<file path="src/rtl/bcd2bin_seq.sv">
// Sequential BCD-to-binary converter (reverse double-dabble), one bit per clock.
// Takes a packed BCD value on start and returns the binary value with a done pulse.
module bcd2bin_seq #(
    parameter int unsigned DIGITS = 6,
    parameter int unsigned BIN_W  = 20,
    parameter int unsigned CNT_W  = 5
) (
    input  logic                  clk,
    input  logic                  rst,
    input  logic                  start,
    input  logic [4*DIGITS-1:0]   bcd_in,
    output logic                  busy,
    output logic                  done,
    output logic [BIN_W-1:0]      bin,
    output logic                  err
);

    localparam int unsigned BCD_W = 4 * DIGITS;
    localparam int unsigned SR_W  = BCD_W + BIN_W;

    typedef enum logic [0:0] {StIdle, StConv} state_e;

    state_e             state_q, state_d;
    logic [SR_W-1:0]    sr_q, sr_d, sr_step;
    logic [CNT_W-1:0]   cnt_q, cnt_d;
    logic               flag_q, flag_d;
    logic               busy_q, busy_d;
    logic               done_q, done_d;
    logic [BIN_W-1:0]   bin_q, bin_d;
    logic               err_q, err_d;
    logic               in_err;

    always_comb begin
        in_err = 1'b0;
        for (int i = 0; i < int'(DIGITS); i++) begin
            if (bcd_in[4*i +: 4] > 4'd9) begin
                in_err = 1'b1;
            end
        end
    end

    // Shift right, then pull every BCD nibble >= 8 back down by 3.
    always_comb begin
        sr_step = sr_q >> 1;
        for (int i = 0; i < int'(DIGITS); i++) begin
            if (sr_step[BIN_W + 4*i +: 4] >= 4'd8) begin
                sr_step[BIN_W + 4*i +: 4] = sr_step[BIN_W + 4*i +: 4] - 4'd3;
            end
        end
    end

    always_comb begin
        state_d = state_q;
        sr_d    = sr_q;
        cnt_d   = cnt_q;
        flag_d  = flag_q;
        busy_d  = busy_q;
        done_d  = 1'b0;
        bin_d   = bin_q;
        err_d   = err_q;
        unique case (state_q)
            StIdle: begin
                if (start) begin
                    sr_d    = {bcd_in, {BIN_W{1'b0}}};
                    flag_d  = in_err;
                    cnt_d   = '0;
                    busy_d  = 1'b1;
                    state_d = StConv;
                end
            end
            StConv: begin
                sr_d  = sr_step;
                cnt_d = cnt_q + CNT_W'(1);
                if (cnt_q == CNT_W'(BIN_W - 1)) begin
                    bin_d   = flag_q ? '0 : sr_step[BIN_W-1:0];
                    err_d   = flag_q;
                    done_d  = 1'b1;
                    busy_d  = 1'b0;
                    state_d = StIdle;
                end
            end
            default: state_d = StIdle;
        endcase
    end

    always_ff @(posedge clk) begin
        if (rst) begin
            state_q <= StIdle;
            sr_q    <= '0;
            cnt_q   <= '0;
            flag_q  <= 1'b0;
            busy_q  <= 1'b0;
            done_q  <= 1'b0;
            bin_q   <= '0;
            err_q   <= 1'b0;
        end else begin
            state_q <= state_d;
            sr_q    <= sr_d;
            cnt_q   <= cnt_d;
            flag_q  <= flag_d;
            busy_q  <= busy_d;
            done_q  <= done_d;
            bin_q   <= bin_d;
            err_q   <= err_d;
        end
    end

    assign busy = busy_q;
    assign done = done_q;
    assign bin  = bin_q;
    assign err  = err_q;

endmodule

</file>
<file path="config.mk">
export PLATFORM = sky130hd
export DESIGN_NAME = bcd2bin_seq
export DESIGN_NICKNAME = d
export VERILOG_FILES = /design/src/rtl/bcd2bin_seq.sv
export SDC_FILE = /design/constraint.sdc
export NUM_CORES = 1
export LEC_CHECK = 0
export CAP_MARGIN = 5
export CORE_UTILIZATION = 57
export DETAILED_ROUTE_END_ITERATION = 12
export PLACE_DENSITY = 0.82
export SLEW_MARGIN = 20
export SYNTH_ARGS = -nofsm -noshare
export SYNTH_HDL_FRONTEND = slang
export SYNTH_SLANG_ARGS = --single-unit
</file>
<file path="constraint.sdc">
create_clock -name clk -period 2.8 [get_ports clk]
set_input_delay 0.42 -clock clk [delete_from_list [all_inputs] [get_ports clk]]
set_output_delay 0.42 -clock clk [all_outputs]
set_load 0.02 [all_outputs]
</file>
==> impl_metrics.toml, run 1 <==
[route]
first_iter_violations = 99
via_count = 2553
wire_per_inst_um = 13.7
wirelength_um = 6200
vias_per_cell = 5.66
first_pass_iters = 4
antenna_left = 0
drc = 0

[place]
hpwlAfterDp_um = 4020
portBuffers = 49
placed_area_um2 = 3710
gp_congestion = 0.778

[worst_setup_path]
worstSetupEndpointType = "register"
path_class = "reg2reg"
crit_required_ns = 3.09
start_kind = "register"
cp_max_fo = 20
worstPathArrival_ns = 2.19

[synth]
syn_area_um2 = 3250
synth_xor_area_share_pct = 2.97
yosys.area_share.simple_pct = 15.3
ys_warn_count = 0
synth-seq-area-share_pct = 45.0
synth_mux_area_share_pct = 5.66
synth_top_family_by_area = "compound AO/OA/AOI/OAI gates"
syn_nets = 375
netlist_instances = 337
ys_ff_latch = 73
synth_compound_area_share_pct = 20.7
synth-edff-count = 0
synthFlopType = "dfxtp_1"
ys_async_sr_fraction_pct = 0
ys_types = 31
synthAdderAreaFrac_pct = 4.24
avgSynthCellArea_um2 = 9.64

[global_routing]
grt_max_degree = 94
grt_pass1_vias = 2328
grt_use_total_pct = 22.1
gr-total-overflow = 0
grt_pass1_wl_um = 10500
antenna_found_initial = 0

[pwr]
netSwitchingPower_mw = 0.563
p_clk_share_pct = 41.0
power.density_nw_per_um2 = 580
power_mw = 2.28
p_comb_share_pct = 10.3
internal_power_mw = 1.72
swShare_pct = 24.7
pwr-share-seq_pct = 48.7
ir_drop_v = 0.000358
leakagePower_nw = 1.44

[timing]
setup_viol = 0
max_slew.worst_pin.slew_ns = 1.01
post-route-period-util_pct = 68.1
slew-limit-headroom_pct = 31.9
rsz0062_at_grt = "no"
finalHoldViolCount = 0
hold_slack_ns = 0.477
final.setup_skew_ns = 0.00925
min_period_ns = 1.91
fin_tns_setup_ns = 0
max_freq_mhz = 524
final-max-slew-violation-count = 0

[floorplan]
rows = 27
start_util_pct = 59.0
die_w_um = 77.5
core_um2 = 5510
die_h_um = 77.5
die_area_um2 = 6000
ioPinCount = 50

[outcome]
status = "complete, no violations"

[worst_hold_path]
hp-class = "reg2reg"

[finish]
antenna_cells = 0
fin_area_um2 = 3940
layout.nets = 412
area_growth_pct = 21.1
fill_cells = 417
fin_util_pct = 71.5
final_layout_size_suffix_gt1_share_pct = 7.65

[clock_tree]
clockRootBuffer = "clkbuf_8"
tritoncts = "yes"
postCtsSetupBuffers = 0
cts_hold_buf = 0
htree_levels = 3
cts_resized = 0
numCtsBuffers = 9
clk_latency_ns = 0.35
clock_sinks = 73
clockBufferDepth = 2
clk_pin_slew_ns = 0.07

[job]
max_cap_viol_count = 0
[kinds of logic (layout without fill, tap and decap cells)]
group                      after synthesis  in the layout
AOI/OAI and AO/OA                       96             96
and+or+nand+nor                         88             88
DFF                                     73             73
buffers and inverters                   40             82
muxes                                   18             18
adders and majority gates               11             11
xor gates and xnor gates                11             11
[cells in the final DEF (no fill, tap or decap), types with 2 or more instances in the layout]
cell type / synthesis / layout
nor3_1: 2 / 2
ha_1: 11 / 11
buf_4: 5 / 4
nand3_1: 4 / 4
buf_2: 13 / 2
a22o_1: 22 / 22
nor2_1: 30 / 30
a21oi_1: 28 / 28
xnor2_1: 10 / 10
clkdlybuf4s50_1: 0 / 47
clkbuf_8: 0 / 10
mux2_2: 3 / 3
nor2b_1: 21 / 21
a211oi_1: 32 / 32
nand2_1: 6 / 6
o22a_1: 5 / 5
nor3b_1: 20 / 20
o21ai_0: 6 / 6
inv_1: 13 / 13
bufinv_16: 0 / 2
mux2i_1: 15 / 15
dfxtp_1: 73 / 72
[flip-flops by register name, summed over array words and instances (netlist names)]
name     cells
state_q      1
bin         20
done         1
flag_q       1
sr_q        43
err          1
cnt_q        5
busy         1
[cell type report]
cell class              count  area (µm²)  area share [%]
flip-flops and latches     73        1460            37.2
clock buffers              10         138            3.50
clock inverters             6        90.1            2.29
repair buffers             53         510            13.0
well taps                  72        90.1            2.29
inverters                  13        48.8            1.24
multi-input cells         224        1600            40.5
[synth_stat cells (all sizes together) (2+ instances only)]
library cell	instances	share of area, %
buf	23	4.2
nor3b	20	4.6
dfxtp	73	45
nand2	6	0.69
nor3	2	0.31
nor2	30	3.5
a21oi	28	4.3
a211oi	32	7.4
xnor2	10	2.7
ha	11	4.2
clkbuf	4	0.46
nand3	4	0.62
nor2b	21	4.0
o22a	5	1.3
a22o	22	5.9
mux2	3	1.0
o21ai	6	0.92
inv	13	1.5
mux2i	15	4.6
[path summary, 6_finish.rpt]
check | slack (ns) | startpoint | depth (start not counted) | end
worst min register to register | 0.48 | bin[11]$_SDFFE_PP0P_ | 1 | bin[11]$_SDFFE_PP0P_
worst max-delay path | 0.89 | cnt_q[0]$_SDFFE_PP0P_ | 4 | bin[18]$_SDFFE_PP0P_
worst min-delay path | 0.48 | bin[11]$_SDFFE_PP0P_ | 1 | bin[11]$_SDFFE_PP0P_
worst max register to register | 0.89 | cnt_q[0]$_SDFFE_PP0P_ | 4 | bin[18]$_SDFFE_PP0P_
[per-layer routing]
metal  global-route usage (%)  wire (µm)  vias up
li1                         -          -     1275
met1                     27.1       2950     1212
met2                     36.4       2940       54
met3                     4.71        200       12
met4                     11.5        115        0
met5                        0          0        -
[worst max-delay path, cell delays in order (launching register included)]
cell and delay [ns]:
dfxtp_1 0.37, ha_1 0.23, nand4b_2 0.18, nor4_4 0.79
a22o_1 0.28
[power by group through the flow]
stage          sequential, mW  combinational [mW]  clock, mW
3_3_place_gp             1.13               0.228          0
2_1_floorplan            1.13               0.173          0
3_5_place_dp             1.13               0.235          0
5_1_grt                  1.12               0.262      0.985
6_report                 1.11               0.235      0.935
4_1_cts                  1.11               0.236      0.942
[through the flow]
| step | worst slack, ns | std cells |
|---|---|---|
| after global routing | 0.741 | 451 |
| after floorplan | 1.43 | 337 |
| after detailed placement | 0.875 | 435 |
| after global placement | 0.924 | 435 |
| final | 0.893 | 451 |
| after CTS | 0.835 | 451 |
No activity file was read; power rests on OpenSTA's default activity.
==> run 2: changes to the inputs <==
--- a/config.mk
+++ b/config.mk
@@ -6,9 +6,9 @@
 export NUM_CORES = 1
 export LEC_CHECK = 0
 export CAP_MARGIN = 5
-export CORE_UTILIZATION = 57
+export CORE_UTILIZATION = 53
 export DETAILED_ROUTE_END_ITERATION = 12
-export PLACE_DENSITY = 0.82
+export PLACE_DENSITY = 0.77
 export SLEW_MARGIN = 20
 export SYNTH_ARGS = -nofsm -noshare
 export SYNTH_HDL_FRONTEND = slang
==> constraint.sdc (replaced) <==
create_clock -name clk -period 1.8 [get_ports clk]
set_input_delay 0.27 -clock clk [delete_from_list [all_inputs] [get_ports clk]]
set_output_delay 0.27 -clock clk [all_outputs]
set_load 0.02 [all_outputs]
==> impl_metrics.toml, run 2 (synthesis results as in run 1) <==
[worst_hold_path]
hp-class = "in2reg"

[clock_tree]
clk_pin_slew_ns = 0.08
numCtsBuffers = 9
clk_latency_ns = 0.35
clock_sinks = 73
clockRootBuffer = "clkbuf_8"
clockBufferDepth = 2
tritoncts = "yes"
postCtsSetupBuffers = 0
cts_resized = 0
cts_hold_buf = 0
htree_levels = 3

[timing]
max_slew.worst_pin.slew_ns = 0.392
final-max-slew-violation-count = 0
post-route-period-util_pct = 88.3
slew-limit-headroom_pct = 73.8
rsz0062_at_grt = "no"
min_period_ns = 1.59
fin_tns_setup_ns = 0
final.setup_skew_ns = 0.00755
setup_viol = 0
max_freq_mhz = 629
finalHoldViolCount = 0
hold_slack_ns = 0.283

[worst_setup_path]
start_kind = "register"
r2r_cells = 5
worstPathCellList = "clkdlybuf4s50_1"
cp_max_fo = 2
crit_cells = 1
worst-path-buf-inv = 1
reg2reg_from = "cnt_q[0]$_SDFFE_PP0P_"
slowest_delay_ns = 0.61
worstSetupEndpointType = "output pin"
reg2reg_to = "bin[13]$_SDFFE_PP0P_"
cpMaxStageDelayCell = "clkdlybuf4s50_1"
path_class = "reg2out"
ff2ff_setup_slack_ns = 0.29
endpoint = "busy"
crit_required_ns = 1.53
worstPathArrival_ns = 1.32
path_delay_family = "buffers and inverters"
startpoint = "busy$_SDFFE_PP0P_"

[finish]
final_layout_size_suffix_gt1_share_pct = 8.85
largest_reg_flops = 43
layout_common_cells = "dfxtp_1 (72), clkdlybuf4s50_1 (47), a211oi_1 (32), nor2_1 (30), a21oi_1 (28)"
regArea_um2 = 1460
layout.nets = 417
area_growth_pct = 22.0
antenna_cells = 0
final_common_cell = "dfxtp_1"
fill_cells = 520
top_register = "sr_q"
multi_input_area_um2 = 1600

[floorplan]
die_w_um = 80.3
core_um2 = 5920
ioPinCount = 50
rows = 28
die_h_um = 80.3
start_util_pct = 54.9
die_area_um2 = 6450

[route]
via_count = 2499
drc = 0
first_pass_iters = 4
vias_per_cell = 5.44
wirelength_um = 6240
antenna_left = 0
first_iter_violations = 86
wire_per_inst_um = 13.6

[place]
portBuffers = 49
hpwlAfterDp_um = 4170
gp_congestion = 0.745

[pwr]
leakagePower_nw = 1.46
power.density_nw_per_um2 = 859
ir_drop_v = 0.000717

[global_routing]
grt_pass1_wl_um = 10600
grt_use_total_pct = 21.6
antenna_found_initial = 0
gr-total-overflow = 0
grt_pass1_vias = 2277
grt_max_degree = 43

[job]
max_cap_viol_count = 0

[outcome]
status = "complete, no violations"
run 2: changes by cell type in the layout (fill, tap and decap cells not counted), sizes merged:
cell      change
clkbuf        -1
clkinvlp      -1
clkinv        +2
bufinv        -1
inv           +1
buf           +5
run 2: layout make-up:
type | instances | area share [%]
clock buffer | 9 | 3.13
clock inverter | 7 | 1.99
inverter | 13 | 1.23
multi-input combinational | 224 | 40.2
sequential | 73 | 36.9
tap | 75 | 2.37
timing repair buffer | 58 | 14.1
run 2: routing by layer:
| metal | GRT usage [%] | part of all wire, % | up-vias | wire length, µm |
|---|---|---|---|---|
| met5 | 0 | 0 | - | 0 |
| met4 | 8.04 | 1.3 | 0 | 84 |
| met3 | 7.27 | 4.0 | 5 | 252 |
| met2 | 35.0 | 47 | 45 | 2960 |
| met1 | 26.6 | 47 | 1167 | 2950 |
| li1 | - | - | 1282 | - |
run 2: power by group:
group	internal, mW	leakage [nW]	switching [mW]
logic	0.192	0.766	0.181
clock network	0.654	0.104	0.648
registers	1.67	0.594	0.0639
run 2: through the flow:
stage	setup slack, ns	utilization [%]	power [mW]	std cells	cell area, µm²
6_report	0.210	66.9	3.41	459	3960
5_1_grt	0.144	66.9	3.55	459	3960
4_1_cts	0.191	66.9	3.44	459	3960
3_5_place_dp	0.283	63.5	2.14	443	3760
3_3_place_gp	0.338	63.5	2.13	443	3760
2_1_floorplan	0.432	-	2.02	337	3250
run 2: how the worst min path moves through the flow:
stage,start,end,cells after the start
after floorplan,sr_q[1]$_SDFFE_PP0P_,bin[0]$_SDFFE_PP0P_,1
after global placement,bin[17]$_SDFFE_PP0P_,bin[17]$_SDFFE_PP0P_,1
after detailed placement,bin[7]$_SDFFE_PP0P_,bin[7]$_SDFFE_PP0P_,1
after CTS,rst,sr_q[27]$_SDFFE_PP0P_,2
after global routing,rst,sr_q[27]$_SDFFE_PP0P_,2
final,rst,sr_q[27]$_SDFFE_PP0P_,2
==> run 3: changes to the inputs <==
--- a/config.mk
+++ b/config.mk
@@ -8,7 +8,7 @@
 export CAP_MARGIN = 5
 export CORE_UTILIZATION = 53
 export DETAILED_ROUTE_END_ITERATION = 12
-export PLACE_DENSITY = 0.77
+export PLACE_DENSITY = 0.81
 export SLEW_MARGIN = 20
 export SYNTH_ARGS = -nofsm -noshare
 export SYNTH_HDL_FRONTEND = slang
==> impl_metrics.toml, run 3 (synthesis results as in run 1) <==
[clock_tree]
clockRootBuffer = "clkbuf_8"
clk_latency_ns = 0.34
numCtsBuffers = 9
htree_levels = 3
clock_sinks = 73
postCtsSetupBuffers = 0
cts_hold_buf = 0
clockBufferDepth = 2
cts_resized = 0
clk_pin_slew_ns = 0.08
tritoncts = "yes"

[worst_setup_path]
path_class = "reg2out"
worstSetupEndpointType = "output pin"
crit_required_ns = 1.53
r2r_cells = 5
slowest_delay_ns = 0.61
path_delay_family = "buffers and inverters"
crit_cells = 1
worstPathArrival_ns = 1.31
cp_max_fo = 2
worstPathCellList = "clkdlybuf4s50_1"
start_kind = "register"
cpMaxStageDelayCell = "clkdlybuf4s50_1"
worst-path-buf-inv = 1

[place]
portBuffers = 49
gp_congestion = 0.728
placed_area_um2 = 3760
hpwlAfterDp_um = 4220

[route]
wirelength_um = 6170
antenna_left = 0
wire_per_inst_um = 13.4
drc = 1
first_pass_iters = 8
via_count = 2535
vias_per_cell = 5.51
first_iter_violations = 90

[floorplan]
core_um2 = 5920
rows = 28
die_h_um = 80.3
ioPinCount = 50
die_area_um2 = 6450
start_util_pct = 54.9
die_w_um = 80.3

[finish]
largest_reg_flops = 43
layout_common_cells = "dfxtp_1 (72), clkdlybuf4s50_1 (47), a211oi_1 (32), nor2_1 (30), a21oi_1 (28)"
final_common_cell = "dfxtp_1"
layout.nets = 418
top_register = "sr_q"
antenna_cells = 0
area_growth_pct = 21.6
final_layout_size_suffix_gt1_share_pct = 9.09
fin_area_um2 = 3950

[global_routing]
grt_max_degree = 48
grt_use_total_pct = 21.7
grt_pass1_vias = 2453
gr-total-overflow = 0
antenna_found_initial = 0
grt_pass1_wl_um = 10800

[timing]
slew-limit-headroom_pct = 70.5
setup_viol = 0
max_freq_mhz = 633
final-max-slew-violation-count = 0
max_slew.worst_pin.slew_ns = 0.442
rsz0062_at_grt = "no"
final.setup_skew_ns = 0.00515
min_period_ns = 1.58
post-route-period-util_pct = 87.7
fin_tns_setup_ns = 0
finalHoldViolCount = 0

[outcome]
status = "finished, violations left"
violations = "DRC"

[pwr]
power_mw = 3.35
power.density_nw_per_um2 = 848
ir_drop_v = 0.000551
leakagePower_nw = 1.46

[worst_hold_path]
hold_depth = 2
hp-class = "in2reg"

[job]
max_cap_viol_count = 0
## run 3: per-stage QoR
stage                     worst slack (ns)  utilization (%)  instances  hold slack [ns]
after floorplan                      0.432                -        337            0.441
after global placement               0.323             63.4        444            0.450
after detailed placement             0.262             63.4        444            0.460
after CTS                            0.206             66.7        460            0.272
after global routing                 0.150             66.7        460            0.286
final                                0.221             66.7        460            0.272
## run 3: final cells by class
cell class,count,area (µm²)
Sequential cell,73,1460
Fill cell,477,1970
Clock inverter,7,70.1
Clock buffer,9,124
Tap cell,75,93.8
Multi-Input combinational cell,224,1600
Inverter,13,48.8
Timing Repair Buffer,59,556
## run 3: final timing paths
kind | startpoint | end | slack [ns]
max | bin[2]$_SDFFE_PP0P_ | bin[2] | 0.22
min | rst | sr_q[23]$_SDFFE_PP0P_ | 0.27
max reg2reg | cnt_q[0]$_SDFFE_PP0P_ | bin[2]$_SDFFE_PP0P_ | 0.26
min reg2reg | sr_q[1]$_SDFFE_PP0P_ | bin[0]$_SDFFE_PP0P_ | 0.48
## run 3: metal layers
layer | vias up | GRT usage (%) | share of wire (%) | wire [µm]
li1 | 1284 | - | - | -
met1 | 1183 | 26.1 | 47 | 2870
met2 | 54 | 36.5 | 48 | 2950
met3 | 14 | 4.32 | 3.3 | 205
met4 | 0 | 11.4 | 2.3 | 142
met5 | - | 0 | 0 | 0
## run 3: power by group
group | switching, mW | internal (mW) | leakage (nW) | total [mW]
logic | 0.183 | 0.191 | 0.767 | 0.374
clock network | 0.607 | 0.639 | 0.0994 | 1.25
registers | 0.0634 | 1.67 | 0.594 | 1.73
total | 0.853 | 2.50 | 1.46 | 3.35
